--- src/rtl/kme_ob_sink_pkg.sv ---
// Shared types and helpers for the KME outbound frame sink: the per-frame
// record layout, error bit positions, LFSR constants and strobe helpers.
package kme_ob_sink_pkg;

  // Record fields are sized for the widest stream the sink is built for;
  // the top narrows them to its own DATA_W/TID_W/USER_W.
  localparam int REC_TID_W  = 1;
  localparam int REC_USER_W = 8;
  localparam int REC_DATA_W = 64;
  localparam int STRB_MAX_W = 64;

  localparam int ERR_STRB = 0;
  localparam int ERR_TID  = 1;
  localparam int ERR_OVF  = 2;

  localparam logic [15:0] LFSR_MASK    = 16'hB400;
  localparam logic [15:0] LFSR_DEFAULT = 16'hACE1;

  typedef struct packed {
    logic [REC_TID_W-1:0]  tid;
    logic [15:0]           beats;
    logic [18:0]           bytes;
    logic [REC_USER_W-1:0] tuser;
    logic [REC_DATA_W-1:0] sig;
    logic [2:0]            err;
  } rec_t;

  function automatic logic [6:0] popcount(input logic [STRB_MAX_W-1:0] v);
    logic [6:0] n;
    n = '0;
    for (int i = 0; i < STRB_MAX_W; i++) n = n + {6'd0, v[i]};
    return n;
  endfunction

  // True only for a non-empty run of ones starting at bit 0 (0...01...1).
  function automatic logic strb_contig(input logic [STRB_MAX_W-1:0] v);
    logic [STRB_MAX_W-1:0] one;
    one = {{(STRB_MAX_W-1){1'b0}}, 1'b1};
    return (v != '0) && ((v & (v + one)) == '0);
  endfunction

endpackage

--- src/rtl/kme_sync_fifo.sv ---
// Single-clock FIFO holding items of type T; head is read straight from the
// storage registers so it stays stable until popped.
module kme_sync_fifo #(
  parameter type T     = logic [7:0],
  parameter int  DEPTH = 4
) (
  input  logic clk,
  input  logic rst_n,
  input  logic push,
  input  T     push_data,
  input  logic pop,
  output T     head,
  output logic full,
  output logic empty
);

  localparam int AW = (DEPTH > 1) ? $clog2(DEPTH) : 1;
  localparam logic [AW-1:0] PTR_ONE = AW'(1);
  localparam logic [AW:0]   CNT_ONE = (AW+1)'(1);

  T              mem [DEPTH];
  logic [AW-1:0] wr_ptr;
  logic [AW-1:0] rd_ptr;
  logic [AW:0]   count;
  logic          do_push;
  logic          do_pop;

  assign full    = (count == (AW+1)'(DEPTH));
  assign empty   = (count == '0);
  assign do_push = push && !full;
  assign do_pop  = pop && !empty;
  assign head    = mem[rd_ptr];

  always_ff @(posedge clk) begin
    if (!rst_n) begin
      wr_ptr <= '0;
      rd_ptr <= '0;
      count  <= '0;
      for (int i = 0; i < DEPTH; i++) mem[i] <= '0;
    end else begin
      if (do_push) begin
        mem[wr_ptr] <= push_data;
        wr_ptr      <= wr_ptr + PTR_ONE;
      end
      if (do_pop) rd_ptr <= rd_ptr + PTR_ONE;
      case ({do_push, do_pop})
        2'b10:   count <= count + CNT_ONE;
        2'b01:   count <= count - CNT_ONE;
        default: count <= count;
      endcase
    end
  end

endmodule

--- src/rtl/kme_ob_frame_sink.sv ---
// Outbound AXI-stream consumer for the KME run environment: LFSR-driven
// backpressure, per-frame statistics and a record FIFO for the checker.
module kme_ob_frame_sink
  import kme_ob_sink_pkg::*;
#(
  parameter int DATA_W    = 64,
  parameter int STRB_W    = DATA_W / 8,
  parameter int TID_W     = 1,
  parameter int USER_W    = 8,
  parameter int REC_DEPTH = 4
) (
  input  logic              clk,
  input  logic              rst_n,
  input  logic              ob_tvalid,
  output logic              ob_tready,
  input  logic [TID_W-1:0]  ob_tid,
  input  logic [DATA_W-1:0] ob_tdata,
  input  logic [STRB_W-1:0] ob_tstrb,
  input  logic [USER_W-1:0] ob_tuser,
  input  logic              ob_tlast,
  input  logic              cfg_bp_en,
  input  logic [15:0]       cfg_bp_seed,
  input  logic [3:0]        cfg_bp_thresh,
  output logic              rec_valid,
  input  logic              rec_ready,
  output logic [TID_W-1:0]  rec_tid,
  output logic [15:0]       rec_beats,
  output logic [18:0]       rec_bytes,
  output logic [USER_W-1:0] rec_tuser,
  output logic [DATA_W-1:0] rec_sig,
  output logic [2:0]        rec_err,
  output logic [31:0]       frames_total
);

  function automatic logic [15:0] lfsr_step(input logic [15:0] s);
    return {1'b0, s[15:1]} ^ (s[0] ? LFSR_MASK : 16'h0000);
  endfunction

  // Returns {overflow_attempted, saturated_count}.
  function automatic logic [16:0] beats_sat_inc(input logic [15:0] b);
    if (b == 16'hFFFF) return {1'b1, 16'hFFFF};
    return {1'b0, b + 16'd1};
  endfunction

  function automatic logic [DATA_W-1:0] byte_mask(input logic [STRB_W-1:0] s);
    logic [DATA_W-1:0] m;
    m = '0;
    for (int i = 0; i < STRB_W; i++) m[i*8 +: 8] = {8{s[i]}};
    return m;
  endfunction

  logic [15:0]       lfsr;
  logic              stall;
  logic              beat;
  logic              fifo_full;
  logic              fifo_empty;
  rec_t              push_rec;
  rec_t              rec_head;

  logic              in_frame_p0;
  logic [15:0]       acc_beats_p0;
  logic [18:0]       acc_bytes_p0;
  logic [DATA_W-1:0] acc_sig_p0;
  logic [2:0]        acc_err_p0;
  logic [TID_W-1:0]  acc_tid_p0;
  logic [USER_W-1:0] acc_tuser_p0;

  logic [15:0]       base_beats;
  logic [18:0]       base_bytes;
  logic [DATA_W-1:0] base_sig;
  logic [2:0]        base_err;
  logic [TID_W-1:0]  cap_tid;
  logic [USER_W-1:0] cap_tuser;
  logic [15:0]       nxt_beats;
  logic              ovf;
  logic [18:0]       nxt_bytes;
  logic [DATA_W-1:0] nxt_sig;
  logic [2:0]        nxt_err;
  logic              strb_bad;

  assign stall     = cfg_bp_en && (lfsr[3:0] < cfg_bp_thresh);
  assign ob_tready = rst_n && !fifo_full && !stall;
  assign beat      = ob_tvalid && ob_tready;

  // Stage 0: fold the current beat into the running frame totals; a first
  // beat starts from zero and captures its own tid/tuser.
  always_comb begin
    base_beats = in_frame_p0 ? acc_beats_p0 : '0;
    base_bytes = in_frame_p0 ? acc_bytes_p0 : '0;
    base_sig   = in_frame_p0 ? acc_sig_p0   : '0;
    base_err   = in_frame_p0 ? acc_err_p0   : '0;
    cap_tid    = in_frame_p0 ? acc_tid_p0   : ob_tid;
    cap_tuser  = in_frame_p0 ? acc_tuser_p0 : ob_tuser;

    {ovf, nxt_beats} = beats_sat_inc(base_beats);
    nxt_bytes = base_bytes + 19'(popcount(STRB_MAX_W'(ob_tstrb)));
    nxt_sig   = base_sig ^ (ob_tdata & byte_mask(ob_tstrb));
    strb_bad  = ob_tlast ? !strb_contig(STRB_MAX_W'(ob_tstrb))
                         : (ob_tstrb != '1);

    nxt_err           = base_err;
    nxt_err[ERR_STRB] = base_err[ERR_STRB] | strb_bad;
    nxt_err[ERR_TID]  = base_err[ERR_TID] | (in_frame_p0 && (ob_tid != acc_tid_p0));
    nxt_err[ERR_OVF]  = base_err[ERR_OVF] | ovf;

    push_rec       = '0;
    push_rec.tid   = REC_TID_W'(cap_tid);
    push_rec.beats = nxt_beats;
    push_rec.bytes = nxt_bytes;
    push_rec.tuser = REC_USER_W'(cap_tuser);
    push_rec.sig   = REC_DATA_W'(nxt_sig);
    push_rec.err   = nxt_err;
  end

  // Stage 0 -> 1: accumulator registers, or a record push on tlast.
  always_ff @(posedge clk) begin
    if (!rst_n) begin
      lfsr         <= (cfg_bp_seed == 16'h0000) ? LFSR_DEFAULT : cfg_bp_seed;
      in_frame_p0  <= 1'b0;
      acc_beats_p0 <= '0;
      acc_bytes_p0 <= '0;
      acc_sig_p0   <= '0;
      acc_err_p0   <= '0;
      acc_tid_p0   <= '0;
      acc_tuser_p0 <= '0;
      frames_total <= '0;
    end else begin
      lfsr <= lfsr_step(lfsr);
      if (beat) begin
        if (ob_tlast) begin
          in_frame_p0  <= 1'b0;
          acc_beats_p0 <= '0;
          acc_bytes_p0 <= '0;
          acc_sig_p0   <= '0;
          acc_err_p0   <= '0;
          acc_tid_p0   <= '0;
          acc_tuser_p0 <= '0;
          frames_total <= frames_total + 32'd1;
        end else begin
          in_frame_p0  <= 1'b1;
          acc_beats_p0 <= nxt_beats;
          acc_bytes_p0 <= nxt_bytes;
          acc_sig_p0   <= nxt_sig;
          acc_err_p0   <= nxt_err;
          acc_tid_p0   <= cap_tid;
          acc_tuser_p0 <= cap_tuser;
        end
      end
    end
  end

  // Stage 1: completed frame records wait here for the checker.
  kme_sync_fifo #(
    .T     (rec_t),
    .DEPTH (REC_DEPTH)
  ) u_rec_fifo (
    .clk       (clk),
    .rst_n     (rst_n),
    .push      (beat && ob_tlast),
    .push_data (push_rec),
    .pop       (rec_ready),
    .head      (rec_head),
    .full      (fifo_full),
    .empty     (fifo_empty)
  );

  assign rec_valid = !fifo_empty;
  assign rec_tid   = rec_head.tid[TID_W-1:0];
  assign rec_beats = rec_head.beats;
  assign rec_bytes = rec_head.bytes;
  assign rec_tuser = rec_head.tuser[USER_W-1:0];
  assign rec_sig   = rec_head.sig[DATA_W-1:0];
  assign rec_err   = rec_head.err;

endmodule

--- config.mk ---
export PLATFORM = sky130hd
export DESIGN_NAME = kme_ob_frame_sink
export DESIGN_NICKNAME = d
export VERILOG_FILES = /design/src/rtl/kme_ob_sink_pkg.sv /design/src/rtl/kme_sync_fifo.sv /design/src/rtl/kme_ob_frame_sink.sv
export SDC_FILE = /design/constraint.sdc
export NUM_CORES = 1
export LEC_CHECK = 0
export ABC_AREA = 1
export BUFFER_PORTS_ARGS = -buffer_cell sky130_fd_sc_hd__buf_2
export CAP_MARGIN = 0
export CORE_UTILIZATION = 45
export CTS_BUF_LIST = sky130_fd_sc_hd__clkbuf_4
export DETAILED_ROUTE_END_ITERATION = 10
export GPL_TIMING_DRIVEN = 0
export HOLD_SLACK_MARGIN = 0.05
export PLACE_DENSITY = 0.64
export SYNTH_ARGS = -nofsm -noshare
export SYNTH_HDL_FRONTEND = slang
export SYNTH_SLANG_ARGS = --single-unit
--- constraint.sdc ---
create_clock -name clk -period 10.5 [get_ports clk]
set_input_delay 0.525 -clock clk [delete_from_list [all_inputs] [get_ports clk]]
set_output_delay 0.525 -clock clk [all_outputs]
set_load 0.02 [all_outputs]
==> PnR_summary.wiki, run 1 <==
{| class="wikitable"
! Metric !! Value
|-
| Post-route DRC || 0
|-
| Cell at the root of the clock tree || sky130_fd_sc_hd__clkbuf_4
|-
| Hold/Removal Path Class || input pin to register
|-
| Number of antenna violations at the first check in global routing || 6
|-
| Die width || 253 um
|-
| Classification of the worst setup path || register to output pin
|-
| Overall overflow remaining after global route || 0
|-
| Element type at the critical path end || output pin
|-
| Flop and latch count out of synthesis || 613
|-
| Register share of total power || 0.460
|-
| Synth top area share || 0.469
|-
| Clock slew at reported path FFs || 0.07 ns
|-
| TritonCTS clock tree || yes
|-
| Leakage power total || 14.4 nW
|-
| Chip height || 253 um
|-
| Wire length of the first global-routing pass || 130 mm
|-
| Core Area || 62,100 sq um
|-
| Switching power as a share of total power || 0.291
|-
| Clk sinks || 613
|-
| Final hold vios || 0
|-
| Most frequently used flop master after synthesis || sky130_fd_sc_hd__edfxtp_1
|-
| Maximum capacitance violations || 0
|-
| Part of the total power dissipated in combinational logic || 0.160
|-
| Worst slew slack as a fraction of its limit || 0.104
|-
| Drt pass-1 iters || 6
|-
| Number of routed nets with antenna violations || 0
|-
| Final setup skew || 0.0515 ns
|-
| CTS buffer count || 160
|-
| Seq/Total Area, Yosys || 0.588
|-
| Worst voltage drop across the vdd grid || 0.103 mV
|-
| Element type at the critical path start || register
|-
| Total I/O pin count || 252
|-
| Number of different library cells in the post-synthesis netlist || 37
|-
| Detailed-route wire length per cell || 18.3 um
|-
| Minimum clock period || 4.69 ns
|-
| Cell with the most instances after synthesis || sky130_fd_sc_hd__nand2_1
|-
| Main area contributors after synthesis || sky130_fd_sc_hd__edfxtp_1 47%, sky130_fd_sc_hd__dfxtp_1 12%, sky130_fd_sc_hd__nand2_1 9.6%
|-
| Number of non-filler instances in the completed layout || 4,721
|-
| Fillers || 5,677
|-
| Synthesized cell area || 28,400 sq um
|-
| Clock power frac || 0.381
|-
| Initial Utilization || 0.458
|-
| Worst Max-Slew Pin Slew || 1.34 ns
|-
| Largest fanout of any net on the critical path || 10
|-
| Period utilization || 0.446
|-
| Slew Limit Fails || 0
|-
| Overall Global Routing Usage || 0.270
|-
| Via count of the first global-routing pass || 23,231
|-
| Final-report setup violation count || 0
|-
| Maximum clock insertion buffer count || 3
|-
| Max H-tree Level || 4
|-
| Status || complete, no violations
|-
| Critical path required time || 9.98 ns
|-
| Worst skew pair latency || 1.03 ns
|-
| GPL Wtd Cong || 0.925
|-
| Cell type with the highest aggregate area in the netlist || sky130_fd_sc_hd__edfxtp_1
|-
| Most common library cells after synthesis || 726 x sky130_fd_sc_hd__nand2_1, 671 x sky130_fd_sc_hd__nor2_1, 444 x sky130_fd_sc_hd__edfxtp_1
|-
| Total internal power || 4.20 mW
|-
| Yosys warnings || 0
|-
| Final wirelength || 86.4 mm
|-
| Total via count in the routed design || 24,312
|-
| Synthesized instance count || 3,221
|-
| Die Area || 64,100 sq um
|-
| Number of placed instances, taps included || 4,321
|-
| Ratio of total power to cell area || 172 nW/um^2
|-
| Total net switching power || 1.73 mW
|-
| Count of port buffers added during placement || 246
|-
| Row count || 91
|-
| Post-placement setup slack || 6.10 ns
|-
| Count of routing violations after the opening detailed-route iteration || 1,782
|-
| Layout area overhead || 21.0%
|-
| Maximum number of pins on one net before global-route repair || 55
|-
| Detailed-route vias per instance || 5.15
|-
| Total setup buffers inserted after CTS || 0
|-
| Number of nets in the finished design || 3,877
|-
| Fraction of final layout cells with drive strength greater than 1 || 0.157
|-
| Number of nets in the synthesized netlist || 3,349
|-
| Sum of net half-perimeters after detailed placement || 56.7 mm
|-
| Synth Area per Inst || 8.82 sq um
|-
| Fin worst setup slack || 5.81 ns
|-
| Ys async rst share || 0
|-
| Number of enable-type register cells in the synthesized netlist || 444
|-
| Achievable Freq || 213 MHz
|-
| Arrival time of the worst setup path || 4.16 ns
|-
| Unrepaired setup endpoints after global routing || no
|}
per-stage QoR:
step	utilization	power [mW]	area [sq um]	hold WS, ns	setup TNS (ns)
floorplan	-	3.32	28400	0.403	0
global placement	0.494	3.70	30700	0.407	-1577.86
detailed placement	0.501	3.69	31100	0.419	0
CTS	0.554	5.96	34400	0.0522	0
global route	0.554	6.16	34400	0.168	0
finish	0.554	5.93	34400	0.181	0
layout by cell type (no fill, tap or decap), drive strengths merged:
master / n
o21ai: 246
dlygate4sd3: 103
nor2: 675
edfxtp: 444
mux2i: 8
or2: 2
bufinv: 5
nor3: 4
nand3b: 2
inv: 277
ha: 15
nand2: 730
nand3: 58
nand4: 10
dfxtp: 169
a22oi: 3
a21boi: 7
o21bai: 4
buf: 320
xnor2: 73
a211oi: 1
o211ai: 1
xor2: 17
fa: 6
o22ai: 112
diode: 4
a31oi: 1
a21oi: 160
clkbuf: 394
clkinv: 27
clkinvlp: 2
nor4: 4
power groups by stage:
stage | clock [mW] | sequential (mW) | combinational [mW]
floorplan | 0 | 2.79 | 0.524
global placement | 0 | 2.82 | 0.881
detailed placement | 0 | 2.78 | 0.911
CTS | 2.28 | 2.72 | 0.947
global route | 2.41 | 2.73 | 1.02
finish | 2.26 | 2.73 | 0.946
metal layers:
metal,track usage,share of wire
met5,0,0.00053
met4,0.113,0.030
met3,0.0676,0.082
met2,0.441,0.48
met1,0.341,0.41
kinds of logic after synthesis:
group | share of synthesized area
buffers and inverters | 0.0667
AOI/OAI and AO/OA | 0.101
xor gates and xnor gates | 0.0277
DFF | 0.588
and+or+nand+nor | 0.202
adders and majority gates | 0.0108
muxes | 0.00282
what timing repair did:
action / 4_1_cts / 5_1_grt
endpoints found under the setup margin: 0 / 0
hold buffers: 103 / 0
gates resized for setup: 0 / 0
hold endpoints to repair: 222 / 0
critical path, cell delays in order, from the launching register on:
cell	delay, ns
sky130_fd_sc_hd__dfxtp_1	0.61
sky130_fd_sc_hd__buf_2	0.50
sky130_fd_sc_hd__clkbuf_1	0.87
sky130_fd_sc_hd__clkbuf_1	0.55
sky130_fd_sc_hd__nor2_1	0.10
sky130_fd_sc_hd__o22ai_1	0.27
sky130_fd_sc_hd__buf_2	0.24
registers in the layout, indices dropped and copies added, names as in the netlist, named ones only:
| register | flops |
|---|---|
| u_rec_fifo.count | 3 |
| acc_tuser_p0 | 8 |
| acc_tid_p0 | 1 |
| frames_total | 32 |
| u_rec_fifo.wr_ptr | 2 |
| acc_beats_p0 | 16 |
| in_frame_p0 | 1 |
| acc_err_p0 | 3 |
| u_rec_fifo.mem | 444 |
| u_rec_fifo.rd_ptr | 2 |
| lfsr | 16 |
| acc_bytes_p0 | 19 |
| acc_sig_p0 | 64 |
path summary, 6_finish.rpt:
path              slack [ns]                    end  cells past startpoint         from
hold reg to reg         0.42                lfsr[4]                      2      lfsr[5]
setup reg to reg        6.07  u_rec_fifo.mem[2][91]                     19  in_frame_p0
hold / removal          0.18         acc_sig_p0[34]                      6  ob_tstrb[4]
setup / recovery        5.81           rec_bytes[2]                      6     register
layout make-up:
class                      instances  area, sq um  share of cell area
sequential                       613        16700               0.486
multi-input combinational       2139         9840               0.286
timing repair buffer             366         2660              0.0772
clock buffer                     257         1930              0.0561
tap                              837         1050              0.0305
inverter                         275         1030              0.0300
buffer                           194          862              0.0251
clock inverter                    36          295             0.00859
antenna                            4         10.0            0.000291
(Power assumes the default switching activity.)
==> inputs of run 2 (changes only) <==
--- a/config.mk
+++ b/config.mk
@@ -5,7 +5,7 @@
 export SDC_FILE = /design/constraint.sdc
 export NUM_CORES = 1
 export LEC_CHECK = 0
-export ABC_AREA = 1
+export ABC_AREA = 0
 export BUFFER_PORTS_ARGS = -buffer_cell sky130_fd_sc_hd__buf_2
 export CAP_MARGIN = 0
 export CORE_UTILIZATION = 45
@@ -13,7 +13,7 @@
 export DETAILED_ROUTE_END_ITERATION = 10
 export GPL_TIMING_DRIVEN = 0
 export HOLD_SLACK_MARGIN = 0.05
-export PLACE_DENSITY = 0.64
+export PLACE_DENSITY = 0.65
 export SYNTH_ARGS = -nofsm -noshare
 export SYNTH_HDL_FRONTEND = slang
 export SYNTH_SLANG_ARGS = --single-unit
==> constraint.sdc (replaced) <==
create_clock -name clk -period 4.1 [get_ports clk]
set_input_delay 0.205 -clock clk [delete_from_list [all_inputs] [get_ports clk]]
set_output_delay 0.205 -clock clk [all_outputs]
set_load 0.02 [all_outputs]
==> PnR_summary.wiki, run 2 <==
{| class="wikitable"
! Metric !! Value
|-
| Count of port buffers added during placement || 249 (+1.2%)
|-
| Total I/O pin count || 252 (unchanged)
|-
| Detailed-route vias per instance || 5.52 (+7.2%)
|-
| Number of enable-type register cells in the synthesized netlist || 444 (unchanged)
|-
| Clk sinks || 613 (unchanged)
|-
| Detailed-route wire length per cell || 21.1 um (+15%)
|-
| Element type at the critical path end || register
|-
| Total net switching power || 3.94 mW (+130%)
|-
| Achievable Freq || 253 MHz
|-
| Part of the total power dissipated in combinational logic || 0.143 (-0.017)
|-
| Post-route DRC || 0 (unchanged)
|-
| Synth Area per Inst || 11.9 sq um (+35%)
|-
| Flip-flop count of the largest register after layout || 444 (unchanged)
|-
| Worst skew pair latency || 0.99 ns (-0.04 ns)
|-
| Fraction of final layout cells with drive strength greater than 1 || 0.240 (+0.0833)
|-
| Unrepaired setup endpoints after global routing || no
|-
| Leakage power total || 12.0 nW (-17%)
|-
| Number of cells on the critical path || 14 (+8)
|-
| Worst slew slack as a fraction of its limit || 0.0789 (-0.0250)
|-
| Synthesized instance count || 2,284 (-29%)
|-
| Status || complete, no violations
|-
| Highest cell delay on the worst timing path || 0.58 ns (-0.29 ns)
|-
| Die Area || 61,500 sq um (-4.2%)
|-
| Die width || 248 um (-2.1%)
|-
| Ratio of total power to cell area || 440 nW/um^2 (+160%)
|-
| Dominant cell type by count on the critical path || sky130_fd_sc_hd__fa_1
|-
| Layout area overhead || 23.0%
|-
| List of cells traversed by the critical path || buf_4, buf_12, buf_12, nand2_1, fa_1, fa_1, fa_2, inv_1, fa_1, a21oi_1, o21a_2, or4b_4, xnor2_4, nor2_1
|-
| Number of antenna violations at the first check in global routing || 2 (-4)
|-
| Register ranked first by flip-flop count || u_rec_fifo.mem
|-
| Maximum number of pins on one net before global-route repair || 88 (+60%)
|-
| CP delay by family, top || adder cells
|-
| Number of non-filler instances in the completed layout || 3,758 (-20%)
|-
| Initial Utilization || 0.458 (+0.000714)
|-
| Hold/Removal Path Class || input pin to register
|-
| Number of routed nets with antenna violations || 0 (unchanged)
|-
| Total met2 wirelength after detailed routing || 38.9 mm (-5.7%)
|-
| Switching power as a share of total power || 0.267 (-0.0238)
|-
| Slew Limit Fails || 0 (unchanged)
|-
| Max H-tree Level || 4 (unchanged)
|-
| Yosys warnings || 0 (unchanged)
|-
| Sum of net half-perimeters after detailed placement || 50.3 mm (-11%)
|-
| Most frequently used flop master after synthesis || sky130_fd_sc_hd__edfxtp_1
|-
| Element type at the critical path start || register
|-
| Number of placed instances, taps included || 3,310 (-23%)
|-
| Routed met1 length || 31.3 mm (-12%)
|-
| Cell type with the highest aggregate area in the netlist || sky130_fd_sc_hd__edfxtp_1
|-
| Final wirelength || 79.4 mm (-8.1%)
|-
| Number of different library cells in the post-synthesis netlist || 65 (+76%)
|-
| Clock power frac || 0.384 (+0.003)
|-
| Cell at the slowest stage of the critical path || sky130_fd_sc_hd__or4b_4
|-
| Chip height || 248 um (-2.1%)
|-
| Topmost layer with routed signal wires || met5
|-
| Count of routing violations after the opening detailed-route iteration || 1,675 (-6.0%)
|-
| Final hold vios || 0 (unchanged)
|-
| Drt pass-1 iters || 6 (unchanged)
|-
| Worst setup path start || in_frame_p0
|-
| Largest regs || u_rec_fifo.mem (444), acc_sig_p0 (64), frames_total (32)
|-
| Total via count in the routed design || 20,751 (-15%)
|-
| Most common cell after layout, fill and taps aside || sky130_fd_sc_hd__nor2_1
|-
| Total negative slack for setup checks || 0 ns (unchanged)
|-
| Period utilization || 0.964
|-
| Top library cells by usage in the layout, fill and taps aside || 491 x sky130_fd_sc_hd__nor2_1, 444 x sky130_fd_sc_hd__edfxtp_1, 295 x sky130_fd_sc_hd__buf_2
|-
| Row count || 89 (-2.2%)
|-
| Classification of the worst setup path || register to register
|-
| Routed length on met3 || 6.91 mm (-2.6%)
|-
| Worst reg2reg endpoint || u_rec_fifo.mem[3][87]
|-
| Critical path required time || 4.85 ns (-5.13 ns)
|-
| Number of nets in the synthesized netlist || 2,412 (-28%)
|-
| Overall Global Routing Usage || 0.260 (-0.00972)
|-
| Seq/Total Area, Yosys || 0.614 (+0.0258)
|-
| Cell at the root of the clock tree || sky130_fd_sc_hd__clkbuf_4
|-
| Minimum setup slack among reg-to-reg paths || 0.15 ns (-5.92 ns)
|-
| Worst R2R Start || in_frame_p0
|-
| Synth top area share || 0.490 (+0.0206)
|-
| Largest fanout of any net on the critical path || 19 (+9)
|-
| Core Area || 59,400 sq um (-4.4%)
|-
| Synthesized cell area || 27,200 sq um (-4.2%)
|-
| Overall overflow remaining after global route || 0 (unchanged)
|-
| Via count of the first global-routing pass || 21,053 (-9.4%)
|-
| Final setup skew || 0.0773 ns (+0.0258 ns)
|-
| Register share of total power || 0.473 (+0.013)
|-
| Total internal power || 10.8 mW (+160%)
|-
| Main area contributors after synthesis || sky130_fd_sc_hd__edfxtp_1 49%, sky130_fd_sc_hd__dfxtp_1 12%, sky130_fd_sc_hd__mux4_2 9.2%
|-
| Arrival time of the worst setup path || 4.70 ns (+0.54 ns)
|-
| Worst Max-Slew Pin Slew || 1.38 ns (+0.0374 ns)
|-
| Cell with the most instances after synthesis || sky130_fd_sc_hd__nor2_1
|-
| Worst voltage drop across the vdd grid || 0.256 mV (+150%)
|-
| GPL Wtd Cong || 0.874 (-5.5%)
|-
| CTS buffer count || 158 (-1.3%)
|-
| TritonCTS clock tree || yes
|-
| Maximum capacitance violations || 0 (unchanged)
|-
| Ys async rst share || 0 (unchanged)
|-
| Destination of the critical timing path || u_rec_fifo.mem[3][87]
|-
| Flop and latch count out of synthesis || 613 (unchanged)
|-
| Minimum clock period || 3.95 ns
|-
| Maximum clock insertion buffer count || 3 (unchanged)
|-
| Buffers and inverters on the worst path || 4 (unchanged)
|-
| Clock slew at reported path FFs || 0.07 ns (about the same)
|-
| Register-to-Register Path Depth || 14 (-5)
|-
| Final-report setup violation count || 0 (unchanged)
|-
| Most common library cells after synthesis || 491 x sky130_fd_sc_hd__nor2_1, 444 x sky130_fd_sc_hd__edfxtp_1, 261 x sky130_fd_sc_hd__nand2_1
|-
| Number of nets in the finished design || 2,980 (-23%)
|-
| Wire length of the first global-routing pass || 119 mm (-8.6%)
|}
## run 2: cell types whose count changed after synthesis, sizes merged, moves of 108 or more
cell / change
inv: -241
nand2: -469
o22ai: -108
o21ai: -207
mux4: +111
nor2: -183
## run 2: timing repair
item | in CTS | in global routing
resized for setup | 11 | 5
setup buffers | 1 | 1
setup endpoints to repair | 180 | 165
hold endpoints to repair | 431 | 0
pin swaps | 1 | 2
hold buffers | 157 | 0
## run 2: worst reg2reg max path: cells and delay by family, from the launching register on
kind / cells / cell delay, ns
AOI/OAI and AO/OA: 2 / 0.38
xor gates and xnor gates: 1 / 0.26
adders and majority gates: 4 / 1.49
buffers and inverters: 4 / 0.53
DFF: 1 / 0.31
and+or+nand+nor: 3 / 0.75
## run 2: kinds of logic (layout without fill, tap and decap cells)
group,count (synthesis),count (layout),synth area share
buf+inv,193,893,0.0303
simple gates,1000,1000,0.161
fa+ha+maj,21,21,0.0113
other cells,0,1,0
xor+xnor,108,108,0.0348
flops,613,613,0.614
compound gates,218,218,0.0486
mux,131,131,0.0996
## run 2: worst min path at each step
| stage | from | endpoint | slack, ns | cells past startpoint |
|---|---|---|---|---|
| global route | ob_tuser[1] | u_rec_fifo.mem[3][68] | 0.16 | 4 |
| detailed placement | lfsr[4] | lfsr[3] | 0.44 | 1 |
| finish | ob_tuser[6] | u_rec_fifo.mem[3][73] | 0.19 | 4 |
| global placement | cfg_bp_seed[7] | lfsr[7] | 0.43 | 2 |
| floorplan | cfg_bp_seed[11] | lfsr[11] | 0.32 | 1 |
| CTS | cfg_bp_thresh[3] | acc_beats_p0[14] | 0.06 | 8 |
## run 2: metrics by stage
step | total power [mW] | setup slack (ns) | hold WS (ns) | utilization | area, sq um
finish | 14.7 | 0.148 | 0.193 | 0.564 | 33500
floorplan | 8.37 | 0.00106 | 0.324 | - | 27300
global route | 15.3 | 0.0154 | 0.159 | 0.564 | 33500
CTS | 14.8 | 0.00795 | 0.0567 | 0.563 | 33400
detailed placement | 9.10 | -1.09 | 0.441 | 0.499 | 29600
global placement | 9.07 | -1.73 | 0.430 | 0.496 | 29500
## run 2: routing by layer
metal	up-vias	GRT usage
li1	9452	-
met1	10202	0.321
met2	932	0.436
met3	163	0.0696
met4	2	0.101
met5	-	0
## run 2: cell type report
cell class,instances,area (sq um)
fillers,5000,25900
flip-flops and latches,613,16700
multi-input cells,1478,9790
repair buffers,412,2960
clock buffers,250,1880
well taps,773,967
plain buffers,155,716
clock inverters,42,318
inverters,34,128
diodes,1,2.50
## run 2: power by group through the flow
stage | clock network, mW | logic, mW | registers, mW
after floorplan | 0 | 1.30 | 7.07
after global placement | 0 | 1.97 | 7.09
after detailed placement | 0 | 2.01 | 7.09
after CTS | 5.75 | 2.12 | 6.97
after global routing | 6.04 | 2.26 | 6.99
final | 5.66 | 2.11 | 6.97
==> inputs of run 3 (changes only) <==
==> constraint.sdc (replaced) <==
create_clock -name clk -period 4.1 [get_ports clk]
set_input_delay 0.82 -clock clk [delete_from_list [all_inputs] [get_ports clk]]
set_output_delay 0.82 -clock clk [all_outputs]
set_load 0.02 [all_outputs]
==> PnR_summary.wiki, run 3 (synthesized netlist as in run 2, its figures left out) <==
{| class="wikitable"
! Metric !! Value
|-
| Status || complete, no violations
|-
| Overall Global Routing Usage || 0.255 (-0.00519)
|-
| CTS buffer count || 163 (+3.2%)
|-
| Sum of net half-perimeters after detailed placement || 50.6 mm (+0.71%)
|-
| Overall overflow remaining after global route || 0 (unchanged)
|-
| Achievable Freq || 253 MHz (about the same)
|-
| Leakage power total || 11.5 nW (-4.4%)
|-
| Classification of the worst setup path || register to output pin
|-
| Die width || 248 um (unchanged)
|-
| Initial Utilization || 0.458 (unchanged)
|-
| TritonCTS clock tree || yes
|-
| Storage cell area || 16,700 sq um (unchanged)
|-
| Number of antenna violations at the first check in global routing || 5 (+3)
|-
| Fraction of final layout cells with drive strength greater than 1 || 0.256 (+0.0162)
|-
| Layout area overhead || 18.2%
|-
| Wire length of the first global-routing pass || 116 mm (-2.7%)
|-
| Cell at the root of the clock tree || sky130_fd_sc_hd__clkbuf_4
|-
| Final setup skew || 0.0536 ns (-0.0237 ns)
|-
| Critical path required time || 3.28 ns (-1.57 ns)
|-
| Worst Max-Slew Pin Slew || 1.21 ns (-0.173 ns)
|-
| Largest fanout of any net on the critical path || 10 (-9)
|-
| Row count || 89 (unchanged)
|-
| Detailed-route wire length per cell || 21.3 um (+1.0%)
|-
| Maximum clock insertion buffer count || 3 (unchanged)
|-
| Fillers || 5,152 (+3.0%)
|-
| Total I/O pin count || 252 (unchanged)
|-
| Detailed-route vias per instance || 5.51 (-0.21%)
|-
| Largest regs || u_rec_fifo.mem (444), acc_sig_p0 (64), frames_total (32)
|-
| Drt pass-1 iters || 5 (-1)
|-
| Total placed instance area || 29,600 sq um (about the same)
|-
| Multi-input gate area || 9810 sq um (+0.22%)
|-
| Ratio of total power to cell area || 453 nW/um^2 (+2.8%)
|-
| Minimum clock period || 3.95 ns (+0.000838 ns)
|-
| Flip-flop count of the largest register after layout || 444 (unchanged)
|-
| Maximum capacitance violations || 0 (unchanged)
|-
| Routing usage on met2 || 0.430 (-0.00565)
|-
| Total negative slack for setup checks || 0 ns (unchanged)
|-
| Worst slew slack as a fraction of its limit || 0.194 (+0.115)
|-
| Busiest metal layer after global routing || met2
|-
| Number of routed nets with antenna violations || 0 (unchanged)
|-
| Minimum setup slack among reg-to-reg paths || 0.25 ns (+0.10 ns)
|-
| Worst voltage drop across the vdd grid || 0.270 mV (+5.6%)
|-
| Top library cells by usage in the layout, fill and taps aside || 491 x sky130_fd_sc_hd__nor2_1, 444 x sky130_fd_sc_hd__edfxtp_1, 295 x sky130_fd_sc_hd__buf_2
|-
| Post-route DRC || 0 (unchanged)
|-
| Util after Layout || 0.542 (-0.0222)
|-
| Count of port buffers added during placement || 249 (unchanged)
|-
| Core Area || 59,400 sq um (unchanged)
|-
| Number of nets in the finished design || 2,851 (-4.3%)
|-
| Element type at the critical path start || register
|-
| Hold path startpoint || ob_tuser[0]
|-
| Final wirelength || 77.6 mm (-2.2%)
|-
| Via count of the first global-routing pass || 19,941 (-5.3%)
|-
| Hold/Removal Path Class || input pin to register
|-
| Register-to-Register Path Depth || 10 (-4)
|-
| Clock slew at reported path FFs || 0.07 ns (about the same)
|-
| Worst Hold Path EP || acc_tuser_p0[0]
|-
| Clk sinks || 613 (unchanged)
|-
| Worst reg2reg endpoint || u_rec_fifo.mem[2][54]
|-
| Global routing met3 resource utilization || 0.0574 (-0.0122)
|-
| Arrival time of the worst setup path || 3.13 ns (-1.57 ns)
|-
| Highest cell delay on the worst timing path || 0.61 ns (+0.03 ns)
|-
| Element type at the critical path end || output pin
|-
| Design Power || 14.6 mW (-1.2%)
|-
| Post-route standard cell area excluding fillers || 32,200 sq um (-3.9%)
|-
| Register ranked first by flip-flop count || u_rec_fifo.mem
|-
| Worst R2R Start || lfsr[3]
|-
| List of cells traversed by the critical path || clkbuf_2, clkdlybuf4s18_2, mux4_2, buf_2
|-
| Worst skew pair latency || 1.02 ns (+0.03 ns)
|-
| Number of cells traversed by the worst hold path || 3 (-1)
|-
| Most common cell after layout, fill and taps aside || sky130_fd_sc_hd__nor2_1
|-
| GPL Wtd Cong || 0.868 (-0.68%)
|-
| Die Area || 61,500 sq um (unchanged)
|-
| Cell at the slowest stage of the critical path || sky130_fd_sc_hd__mux4_2
|-
| Met1 capacity usage during global routing || 0.322 (+0.00150)
|-
| Count of routing violations after the opening detailed-route iteration || 1,634 (-2.4%)
|-
| Tightest hold margin || 0.178 ns (-0.0150 ns)
|-
| Chip height || 248 um (unchanged)
|-
| Final hold vios || 0 (unchanged)
|-
| Period utilization || 0.964 (about the same)
|-
| Slew Limit Fails || 0 (unchanged)
|-
| Final-report setup violation count || 0 (unchanged)
|-
| Max H-tree Level || 4 (unchanged)
|-
| Total via count in the routed design || 20,041 (-3.4%)
|-
| Maximum number of pins on one net before global-route repair || 83 (-5.7%)
|}
## run 3: changes by cell type in the layout (fill, tap and decap cells not counted), sizes merged, moves of 2 or more
cell         before  now
dlygate4sd3     157   22
buf             318  315
diode             1   10
clkbuf          342  350
clkinvlp          2    4
bufinv            5    3
## run 3: repair_timing
action	in CTS	in global routing
endpoints found under the hold margin	22	0
endpoints found under the setup margin	263	94
hold buffers	22	0
pin swaps	1	1
resized for setup	19	4
setup buffers	2	0
## run 3: layout make-up
class / count / area share
Buffer: 155 / 0.0223
Timing Repair Buffer: 278 / 0.0500
Sequential cell: 613 / 0.520
Tap cell: 773 / 0.0301
Multi-Input combinational cell: 1478 / 0.305
Inverter: 34 / 0.00397
Clock buffer: 256 / 0.0598
Antenna cell: 10 / 0.000778
Clock inverter: 40 / 0.00813
## run 3: per-layer routing
layer,share of wire,vias up
met5,0,-
met4,0.021,0
met3,0.083,114
met2,0.50,860
met1,0.40,9866
li1,-,9201
## run 3: worst max-delay path by stage
stage               depth (start not counted)                    end         from  slack, ns
floorplan                                  12  u_rec_fifo.mem[0][87]  ob_tstrb[0]      -0.14
global placement                            4  u_rec_fifo.mem[3][45]        rst_n      -1.78
detailed placement                         15  u_rec_fifo.mem[0][82]  in_frame_p0      -1.72
CTS                                         6              ob_tready      lfsr[1]     -0.009
global route                                4            rec_sig[58]     register      -0.01
finish                                      4           rec_beats[0]     register       0.15
## run 3: critical path, delay by kind of cell (launching register included)
kind     cells  cell delay, ns
mux          1            0.61
flops        1            0.37
buf+inv      3            1.16
## run 3: report_power, final
part | internal, mW | leakage, nW | switching [mW]
Sequential | 6.88 | 5.93 | 0.0741
Combinational | 0.746 | 4.25 | 1.28
Clock | 3.02 | 1.29 | 2.56
Total | 10.6 | 11.5 | 3.91
## run 3: stage by stage
stage | std cells | worst slack, ns
4_1_cts | 3628 | -0.00924
2_1_floorplan | 2284 | -0.143
3_3_place_gp | 3306 | -1.78
5_1_grt | 3637 | -0.0149
3_5_place_dp | 3311 | -1.72
6_report | 3637 | 0.147
